File: src/rtl/fwd_hazard_unit.sv
// Forwarding select and load-use stall controller tracking the last DEPTH writeback destinations.
// Optional StallCount output when FWD_STALL_COUNT_EN is defined.
module fwd_hazard_unit #(
    parameter int unsigned DEPTH    = 2,
    parameter int unsigned LOAD_LAT = 1,
    parameter int unsigned REG_AW   = 5,
    parameter int unsigned SEL_W    = 3
) (
    input  logic              Clock,
    input  logic              Reset,
    input  logic              IssueValid,
    input  logic [REG_AW-1:0] IssueRs,
    input  logic [REG_AW-1:0] IssueRt,
    input  logic              IssueUsesRt,
    input  logic [REG_AW-1:0] IssueDst,
    input  logic              IssueWrites,
    input  logic              IssueIsLoad,
    input  logic              Flush,
    output logic              Stall,
    output logic [SEL_W-1:0]  FwdSelA,
    output logic [SEL_W-1:0]  FwdSelB,
    output logic              PipeBusy
`ifdef FWD_STALL_COUNT_EN
    ,
    output logic [31:0]       StallCount
`endif
);

    logic [DEPTH:1]    v_q, v_d;
    logic [DEPTH:1]    ld_q, ld_d;
    logic [REG_AW-1:0] dst_q [1:DEPTH];
    logic [REG_AW-1:0] dst_d [1:DEPTH];

    logic [SEL_W-1:0]  sel_a, sel_b;
    logic              haz_a, haz_b;
    logic              push;

    // Scan oldest to youngest so the youngest matching entry overwrites older ones.
    always_comb begin
        sel_a = '0;
        sel_b = '0;
        haz_a = 1'b0;
        haz_b = 1'b0;
        for (int unsigned i = 0; i < DEPTH; i++) begin
            if (v_q[DEPTH-i] && dst_q[DEPTH-i] == IssueRs && IssueRs != '0) begin
                sel_a = SEL_W'(DEPTH - i);
                haz_a = ld_q[DEPTH-i] && ((DEPTH - i) <= LOAD_LAT);
            end
            if (v_q[DEPTH-i] && dst_q[DEPTH-i] == IssueRt && IssueRt != '0) begin
                sel_b = SEL_W'(DEPTH - i);
                haz_b = ld_q[DEPTH-i] && ((DEPTH - i) <= LOAD_LAT);
            end
        end
    end

    assign FwdSelA  = IssueValid ? sel_a : '0;
    assign FwdSelB  = (IssueValid && IssueUsesRt) ? sel_b : '0;
    assign Stall    = IssueValid && !Flush && (haz_a || (IssueUsesRt && haz_b));
    assign PipeBusy = |v_q;
    assign push     = IssueValid && IssueWrites && (IssueDst != '0) && !Stall && !Flush;

    always_comb begin
        v_d      = v_q;
        ld_d     = ld_q;
        dst_d    = dst_q;
        v_d[1]   = push;
        ld_d[1]  = IssueIsLoad;
        dst_d[1] = IssueDst;
        for (int unsigned k = 2; k <= DEPTH; k++) begin
            v_d[k]   = v_q[k-1];
            ld_d[k]  = ld_q[k-1];
            dst_d[k] = dst_q[k-1];
        end
    end

    always_ff @(posedge Clock) begin
        if (!Reset) begin
            v_q  <= '0;
            ld_q <= '0;
            for (int unsigned k = 1; k <= DEPTH; k++) begin
                dst_q[k] <= '0;
            end
        end else begin
            v_q   <= v_d;
            ld_q  <= ld_d;
            dst_q <= dst_d;
        end
    end

`ifdef FWD_STALL_COUNT_EN
    logic [31:0] stall_cnt_q, stall_cnt_d;

    always_comb begin
        stall_cnt_d = stall_cnt_q;
        if (Stall && stall_cnt_q != '1) begin
            stall_cnt_d = stall_cnt_q + 32'd1;
        end
    end

    always_ff @(posedge Clock) begin
        if (!Reset) begin
            stall_cnt_q <= '0;
        end else begin
            stall_cnt_q <= stall_cnt_d;
        end
    end

    assign StallCount = stall_cnt_q;
`endif

endmodule

File: config.mk
export PLATFORM = sky130hd
export DESIGN_NAME = fwd_hazard_unit
export DESIGN_NICKNAME = d
export VERILOG_FILES = /design/src/rtl/fwd_hazard_unit.sv
export SDC_FILE = /design/constraint.sdc
export NUM_CORES = 1
export LEC_CHECK = 0
export BUFFER_PORTS_ARGS = -buffer_cell sky130_fd_sc_hd__buf_2
export CORE_MARGIN = 8
export CORE_UTILIZATION = 46
export CTS_CLUSTER_DIAMETER = 80
export DETAILED_ROUTE_END_ITERATION = 8
export PLACE_DENSITY = 0.81
export SYNTH_ARGS = -nofsm -noshare
export SYNTH_HDL_FRONTEND = slang
export SYNTH_SLANG_ARGS = --single-unit
File: constraint.sdc
create_clock -name Clock -period 1.38 [get_ports Clock]
set_input_delay 0.069 -clock Clock [delete_from_list [all_inputs] [get_ports Clock]]
set_output_delay 0.069 -clock Clock [all_outputs]
set_load 0.005 [all_outputs]
# Yosys cells after proc, flatten, opt, wreduce, memory -nomap -nowiden
# Cells that the tools add are included.
dict set report word_totals {
  regBits 13
  input_bits 22
  out_inout_bits 8
}
dict set report classes {
  n_eq_ne 4
  muxes 8
  n_reduce_logical 23
}
# cell count
set op_table {}
lappend op_table {{5-bit equality test} 4}
lappend op_table {{1-bit logical AND} 16}
lappend op_table {{5-bit nonzero test} 3}
lappend op_table {{2-bit two-way mux} 4}
lappend op_table {{3-bit two-way mux} 2}
lappend op_table {{1-bit logical NOT} 2}
lappend op_table {{1-bit two-way mux} 2}
lappend op_table {{2-bit OR reduction} 1}
lappend op_table {{1-bit logical OR} 1}

# Longest topological paths before layout
# Gate-level depths: netlist of the first run.
dict set report depth {
  depth_word 10
  ltp_mapped 4
  depth_no_buf 4
}

# Worst setup path before layout of the first run
# Ideal clock, no wire load.
dict set report synth_timing {
  kind {input -> output}
  from {in IssueRs[1]}
  to {out FwdSelA[1]}
  arrival_time_ns 1.100
  setup_slack_ns 0.211
  stages 4
  cell_sequence {or4_1 > nor2_2 > nor3_1 > nor4_1}
}
dict set report synth_via {
  elab_chain_len 6
}
# element line_no
set synth_rtl {}
lappend synth_rtl {{from (decl)} 12} ;# input logic [REG_AW-1:0] IssueRs,
lappend synth_rtl {{5-bit equality test} 45} ;# if (v_q[DEPTH-i] && dst_q[DEPTH-i] == IssueRs && IssueRs != '0) begin
lappend synth_rtl {{1-bit logical AND (2 in series)} 45}
lappend synth_rtl {{2-bit two-way mux} 45}
lappend synth_rtl {{2-bit two-way mux *} 45}
lappend synth_rtl {{3-bit two-way mux *} 56} ;# assign FwdSelA = IssueValid ? sel_a : '0;
lappend synth_rtl {{to (decl)} 20} ;# output logic [SEL_W-1:0] FwdSelA,
# Every way passes the cells marked *; elsewhere a longest branch is shown, timed or not.

# Worst setup path in the final report of the first run
dict set report layout_timing {
  from {reg dst_q (netlist bit dst_d[0])}
  to {out FwdSelA[0]}
}
dict set report layout_via {
  elab_chain_len 5
}
# element line_no
set layout_rtl {}
lappend layout_rtl {{from (decl)} 31} ;# logic [REG_AW-1:0] dst_q [1:DEPTH];
lappend layout_rtl {{from (signal assigned)} 86} ;# dst_q <= dst_d;
lappend layout_rtl {{5-bit equality test} 45}
lappend layout_rtl {{1-bit logical AND (2 in series)} 45}
lappend layout_rtl {{2-bit two-way mux} 45}
lappend layout_rtl {{3-bit two-way mux} 56}
# Every way passes these cells.

==> impl.org, run 1 <==
** Clock tree
- CTS built an H-tree with a depth of 1.
- Buffer levels on the longest clock path :: 2
- The cell sitting at the root of the clock tree is a clkbuf_4.
- The clock net in this run drives a total of 13 sinks.
- At the later pin of the worst-skew pair, clock insertion delay measures 0.27 ns.
- CTS clk-pin slew, worst paths :: around 0.080 ns
- Number of buffers added by the clock tree synthesis step :: 3
- CTS tree :: yes

** Cells and area
- Most common library cell in the layout ignoring fill and taps :: buf_2
- Number of diodes :: 0
- For this run, the number of standard cells in the final layout without fillers is between 100 and 150.
- In the layout the commonest cells are 27 x buf_2, 17 x xnor2_1, 13 x and2_1.
- Post-layout net count :: roughly 150
- Cells with a size suffix above 1 make up a little over half of the layout.
- Area added between synthesis and finish :: 48.89%

** STA
- The count of pins over their slew limit came to 0.
- Derived from the worst setup path, the maximum achievable clock frequency is between 600 and 700 MHz.
- RSZ-0062 raised after global routing :: yes
- Post-Route Skew :: ~0.0018 ns
- Post-Route Setup TNS :: -0.6086 ns
- Final critical delay including setup and external delays :: about 1.5 ns
- Ratio of final minimum period to clock period :: 110.1%
- Worst Slack Setup Final :: -0.1398 ns
- Setup Viol. Count Final :: 6
- Hold Fails Final Rpt :: 0

** Setup path
- Critical path required time :: between 1 and 1.5 ns
- Nature of the critical path endpoint :: output port
- Maximum fanout encountered on the critical timing path :: 3
- Crit start category :: register
- The critical path is of the register to output port type.
- Data arrives at the worst endpoint at around 1.5 ns.
- Worst Reg-to-Reg Cells :: 6

** GRT
- Overall routing resource usage :: between 10 and 15%
- Via count of the first global-routing pass :: between 700 and 800
- Maximum number of pins on one net before global-route repair :: 14
- Antenna violations before repair :: 0
- Total congestion overflow :: 0
- Global-route wire length before repair :: between 3000 and 4000 um

** Floorplanning
- Once the floorplan was initialized, standard cells occupied about half of the core.
- From bottom edge to top edge, the die measures around 56 um.
- Core Footprint :: ~1500 um^2
- I/O pin count :: 30
- Row generation in the floorplan step produced 14 rows.
- Area of the die :: around 3100 um^2
- The floorplan step set the die width to 55.89 um.

** Drt
- After detailed routing, the number of remaining DRC violations is 0.
- The first detailed-routing pass took 4 iterations.
- Detailed router's first-iteration violation count :: 8
- Using the TritonRoute via totals, the vias-per-cell ratio works out to 5.086.
- The final layout contains routed wiring with a total length of a little under 2000 um.
- Remaining number of nets flagged by the antenna check after routing :: 0
- In the final routed layout, each cell accounts on average for between 10 and 15 um.
- The routed layout has 707 vias.

** Placed design
- Once detailed placement completed, the half-perimeter wirelength came to ~1500 um.
- Total of buffers placed on input and output ports :: 27
- The congestion estimate from routability-driven global placement came to a little under 0.8.
- Including well taps, the total number of placed cells is ~130.

** Hold path
- The worst hold path passes through 2 cells.
- Worst min-delay path class :: input port to register

** Run status
- The checks that failed: setup timing.
- Result of the run :: finished with violations

** Synthesis
- Syn avg cell area :: 9.384 um^2
- Yosys Warn Count :: 0
- Sequential elements use between 30% and 40% of the synthesized area.
- Synthesis produced between 70 and 80 cells.
- Syn Std Cell Area :: around 730 um^2
- Yosys mapped the design onto 24 distinct sky130hd cell types.
- Synthesis-stage register bit count :: 13

** Pwr
- Final Total Pwr :: 807.4 uW
- Power density cells :: 740.9 nW/um^2
- Reported leakage power :: roughly 0.46 nW
- VDD IR-drop max :: 0.6988 mV

** Flow run
- Max-cap violations in this run came to 0.
## layer usage
metal / GRT usage, % / vias up / part of all wire [%]
met2: 21.79 / 22 / 50
met5: 0 / - / 0
li1: - / 353 / -
met4: 5.155 / 0 / 0.96
met3: 3.881 / 2 / 6.9
met1: 12.78 / 330 / 42
## sequential cells by signal, indices dropped and copies added (netlist names)
signal and count:
ld_q 1, dst_q 5, dst_d 5, v_q 2
## metrics by stage
stage	utilization [%]	setup slack [ns]	hold WS [ns]	cell area, um^2
detailed placement	61.38	-0.04245	0.2794	924.6
CTS	69.27	-0.1254	0.006382	1044
global placement	61.38	-0.02316	0.2767	924.6
global route	72.34	-0.1994	0.02441	1090
finish	72.34	-0.1398	0.01453	1090
floorplan	-	0.2108	0.1821	735.7
## critical path, stage by stage (launching register included)
cell and delay [ns]:
dfxtp_4 0.37, xnor2_1 0.13, nand4_1 0.20, nor3_4 0.21, and2_1 0.17, buf_2 0.11
## logic make-up (layout without fill, tap and decap cells)
family,after synthesis,in the layout,share of synthesized area (%)
buffers and inverters,5,49,3.589
AO/OA/AOI/OAI,4,4,5.983
other,1,2,0.5123
XOR/XNOR,20,20,23.93
AND/OR/NAND/NOR,35,35,30.43
flip-flops,13,13,35.56
## synth_stat cells
master	instances	area, um^2
xnor2_1	20	175.2
and3_2	1	7.510
nor4_2	1	12.51
and2_1	13	81.33
nand2_1	2	7.510
nand3_1	1	5.000
o21a_1	1	7.510
a311oi_2	1	15.01
or2_2	1	6.260
or4_1	2	15.01
buf_4	2	15.01
nor2_1	1	3.750
nor2_2	2	12.51
nor2b_1	1	6.260
o211ai_2	1	12.51
o2111ai_1	1	8.760
inv_1	2	7.510
conb_1	1	3.750
dfxtp_1	13	260.3
nor3_1	2	10.01
nor4_1	2	12.51
clkbuf_1	1	3.750
nand4_1	5	31.28
or4_4	1	11.26
## power by group
part           internal, mW  switching (mW)
sequential            0.391          0.0173
clock                 0.107           0.119
combinational         0.101          0.0721
total                 0.599           0.208
## worst paths after layout
kind                                   from         end  slack (ns)
worst max-delay path               dst_d[0]  FwdSelA[0]       -0.14
worst min-delay path            IssueDst[1]    dst_d[1]        0.01
worst max register to register     dst_d[0]      v_q[1]       -0.05
worst min register to register     dst_d[3]    dst_q[3]        0.50
## repair_timing
| action | in CTS | in global routing |
|---|---|---|
| endpoints found under the hold margin | 4 | 0 |
| setup endpoints to repair | 5 | 6 |
| buffers inserted | 3 | 2 |
| pin swaps | 11 | 6 |
| cloned | 0 | 0 |
| resized for setup | 10 | 6 |
| hold buffers | 4 | 0 |
## cell type report
class,count,area [um^2]
inverter,2,7.507
fill,108,416.7
sequential,13,272.8
clock buffer,3,22.52
clock inverter,1,5.005
tap,16,20.02
timing repair buffer,43,265.3
multi-input combinational,61,496.7
Note: power is estimated with default switching activity, not from simulation.
==> run 2: changes to the inputs <==
--- a/config.mk
+++ b/config.mk
@@ -7,10 +7,10 @@
 export LEC_CHECK = 0
 export BUFFER_PORTS_ARGS = -buffer_cell sky130_fd_sc_hd__buf_2
 export CORE_MARGIN = 8
-export CORE_UTILIZATION = 46
+export CORE_UTILIZATION = 49
 export CTS_CLUSTER_DIAMETER = 80
 export DETAILED_ROUTE_END_ITERATION = 8
-export PLACE_DENSITY = 0.81
+export PLACE_DENSITY = 0.85
 export SYNTH_ARGS = -nofsm -noshare
 export SYNTH_HDL_FRONTEND = slang
 export SYNTH_SLANG_ARGS = --single-unit
==> constraint.sdc (replaced) <==
create_clock -name Clock -period 1.97 [get_ports Clock]
set_input_delay 0.0985 -clock Clock [delete_from_list [all_inputs] [get_ports Clock]]
set_output_delay 0.0985 -clock Clock [all_outputs]
set_load 0.005 [all_outputs]
==> run 2 against run 1 <==
The flow now finishes without violations; non-clock buffer count decreased by 16; sequential power decreased by 30%; routed wire length decreased by 14%; cell count decreased by 12%; via count decreased by 11%; total power decreased by 32%; critical path type unchanged; critical endpoint unchanged.
==> impl.org, run 2 (same netlist as run 1, synthesis figures left out) <==
** Clock tree
- Clock tree synthesis inserted a total of 3 buffers.
- After clock tree synthesis, the repair step resized 0 gates.
- Count of buffers added by post-CTS timing repair for setup :: 0
- Buffer type at the clock tree root :: clkbuf_4
- Clock-pin slew was measured on the worst setup and hold paths at roughly 0.08 ns.
- Buffer levels on the longest clock path :: 2
- Total number of clock tree sinks :: 13
- Number of H-tree branching levels :: 1
- Quantity of hold-fixing buffers added after cts :: 0
- Clock latency on the worst-skew pair, taken at its later pin, is 0.28 ns.
- CTS tree :: yes

** Floorplanning
- For this configuration, the core starts out at a cell density of between 50% and 60%.
- Die outline height :: about 55 um
- In this run the core area contains 14 standard-cell rows.
- The core region is 1454 um^2.
- The die covers roughly 3000 um^2.
- The die is about 55 um wide.
- I/O pin count :: 30

** Placed design
- Placed Instance Area :: between 800 and 900 um^2
- At the end of routability-driven placement, the weighted congestion stood at 0.7683.
- Setup WS pre-CTS :: 0.4392 ns
- In this run the tool buffered the top-level ports with 27 buffer cells.

** Setup path
- Crit start category :: register
- STA classifies the critical path endpoint as an output port.
- Data on the critical path is required at its endpoint by roughly 1.9 ns.
- For the worst setup path, the data arrival time is 1.50 ns.
- Of all nets on the critical path, the largest fanout is 3.
- Worst Path Class, Setup :: register to output port

** STA
- Setup violations remaining at the end of the flow were counted as 0.
- Number of pins with negative max-slew slack in the final report :: 0
- The smallest clock period supported by the final layout is computed as approximately 1.6 ns.
- Maximum clock rate :: 626.7 MHz
- Ratio of final minimum period to clock period :: roughly four fifths
- Adding up every negative setup slack in the final design gives 0 ns.
- Hold Fails Final Rpt :: 0
- The clock arrives with ~0.0077 ns of skew.
- RSZ-0062 raised after global routing :: no
- The worst path meets setup with about 0.37 ns of slack.
- Minimum hold slack :: about 0.016 ns

** Run status
- Result of the run :: finished, final reports clean

** Pwr
- The analysis attributes to cell leakage a power of ~0.36 nW.
- Power density cells :: ~600 nW/um^2
- The completed layout was analyzed and its total power is 546.1 uW.
- VDD sags by at most between 0.4 and 0.5 mV.

** Cells and area
- Design area :: around 900 um^2
- Post-layout net count :: 130
- Summing all flip-flop and latch instances after layout gives approximately 260 um^2.
- Counting the fill cells in the layout gives ~130.
- The library cell used most frequently in the layout, excluding fill and tap cells, is buf_2.
- The library cells used most frequently in the layout, excluding fill and tap cells, are 27 x buf_2, 20 x xnor2_1, 13 x and2_1, 13 x dfxtp_1, 5 x nand4_1.
- From synthesis to final layout, the design area changed by 22.74%.
- Area used by multi-input combinational logic :: around 450 um^2
- Number of diodes :: 0
- Of the cells placed in the final design, the portion with a size suffix greater than 1 is 35.51%.

** GRT
- Total congestion overflow :: 0
- The number of antenna violations at the first check in global routing is 0.
- Entering global routing, the biggest net connects 14 pins.
- The first global-routing pass estimated 2608 um of wire.
- Via count of the first global-routing pass :: 637
- Overall routing resource usage :: about 12%

** Hold path
- Worst min-delay path class :: input port to register

** Drt
- Final WL :: roughly 1700 um
- Number of iterations in the first detailed-routing pass :: 4
- Post-DR vias/cell :: just over 5
- The final route contains roughly 630 vias.
- Detailed router's first-iteration violation count :: 9
- The count of nets left with antenna violations once routing finished came out at 0.
- In the final routed layout, each cell accounts on average for 13.87 um.
- # DRC :: 0

** Flow run
- Number of max-cap violations :: 0
## run 2: cell types whose count changed in the layout (fill, tap and decap cells not counted), moves of 2 or more
| cell | delta |
|---|---|
| buf_4 | -12 |
| dlygate4sd3_1 | -4 |
| dfxtp_2 | -4 |
| dfxtp_1 | +6 |
| nor3_1 | +2 |
| xnor2_1 | +3 |
| xnor2_2 | -3 |
| dfxtp_4 | -2 |
## run 2: critical path: stages (launching register included)
cell	delay [ns]
dfxtp_1	0.40
xnor2_1	0.16
nand2_1	0.09
nor3_1	0.27
and2_1	0.17
buf_2	0.11
## run 2: per-stage QoR
stage	util, %	cells
5_1_grt	61.79	123
3_5_place_dp	59.98	119
3_3_place_gp	59.98	119
6_report	61.79	123
4_1_cts	61.79	123
2_1_floorplan	-	79
## run 2: layout make-up
cell class | instances | area share (%)
Tap cell | 16 | 2.228
Multi-Input combinational cell | 61 | 50.00
Inverter | 2 | 0.8357
Timing Repair Buffer | 27 | 15.04
Sequential cell | 13 | 28.97
Clock buffer | 4 | 2.925
## run 2: layer usage
metal	vias up	global-route usage [%]	wire (um)	share of wire, %
li1	320	-	-	-
met1	280	13.29	732	43
met2	24	20.00	800	47
met4	0	6.148	28	1.6
met5	-	0	0	0
met3	5	5.978	144	8.4
## run 2: power by group
group	leakage, nW	switching (mW)	internal (mW)
Sequential	0.107	0.0111	0.274
Clock	0.0150	0.0893	0.0787
Combinational	0.242	0.0419	0.0508
## run 2: final timing paths
path,startpoint,endpoint,slack [ns],cells after the start
max,dst_d[1],FwdSelA[0],0.37,5
min,IssueIsLoad,ld_q[1],0.02,2
max reg2reg,dst_d[1],v_q[1],0.78,4
min reg2reg,dst_d[3],dst_q[3],0.52,1
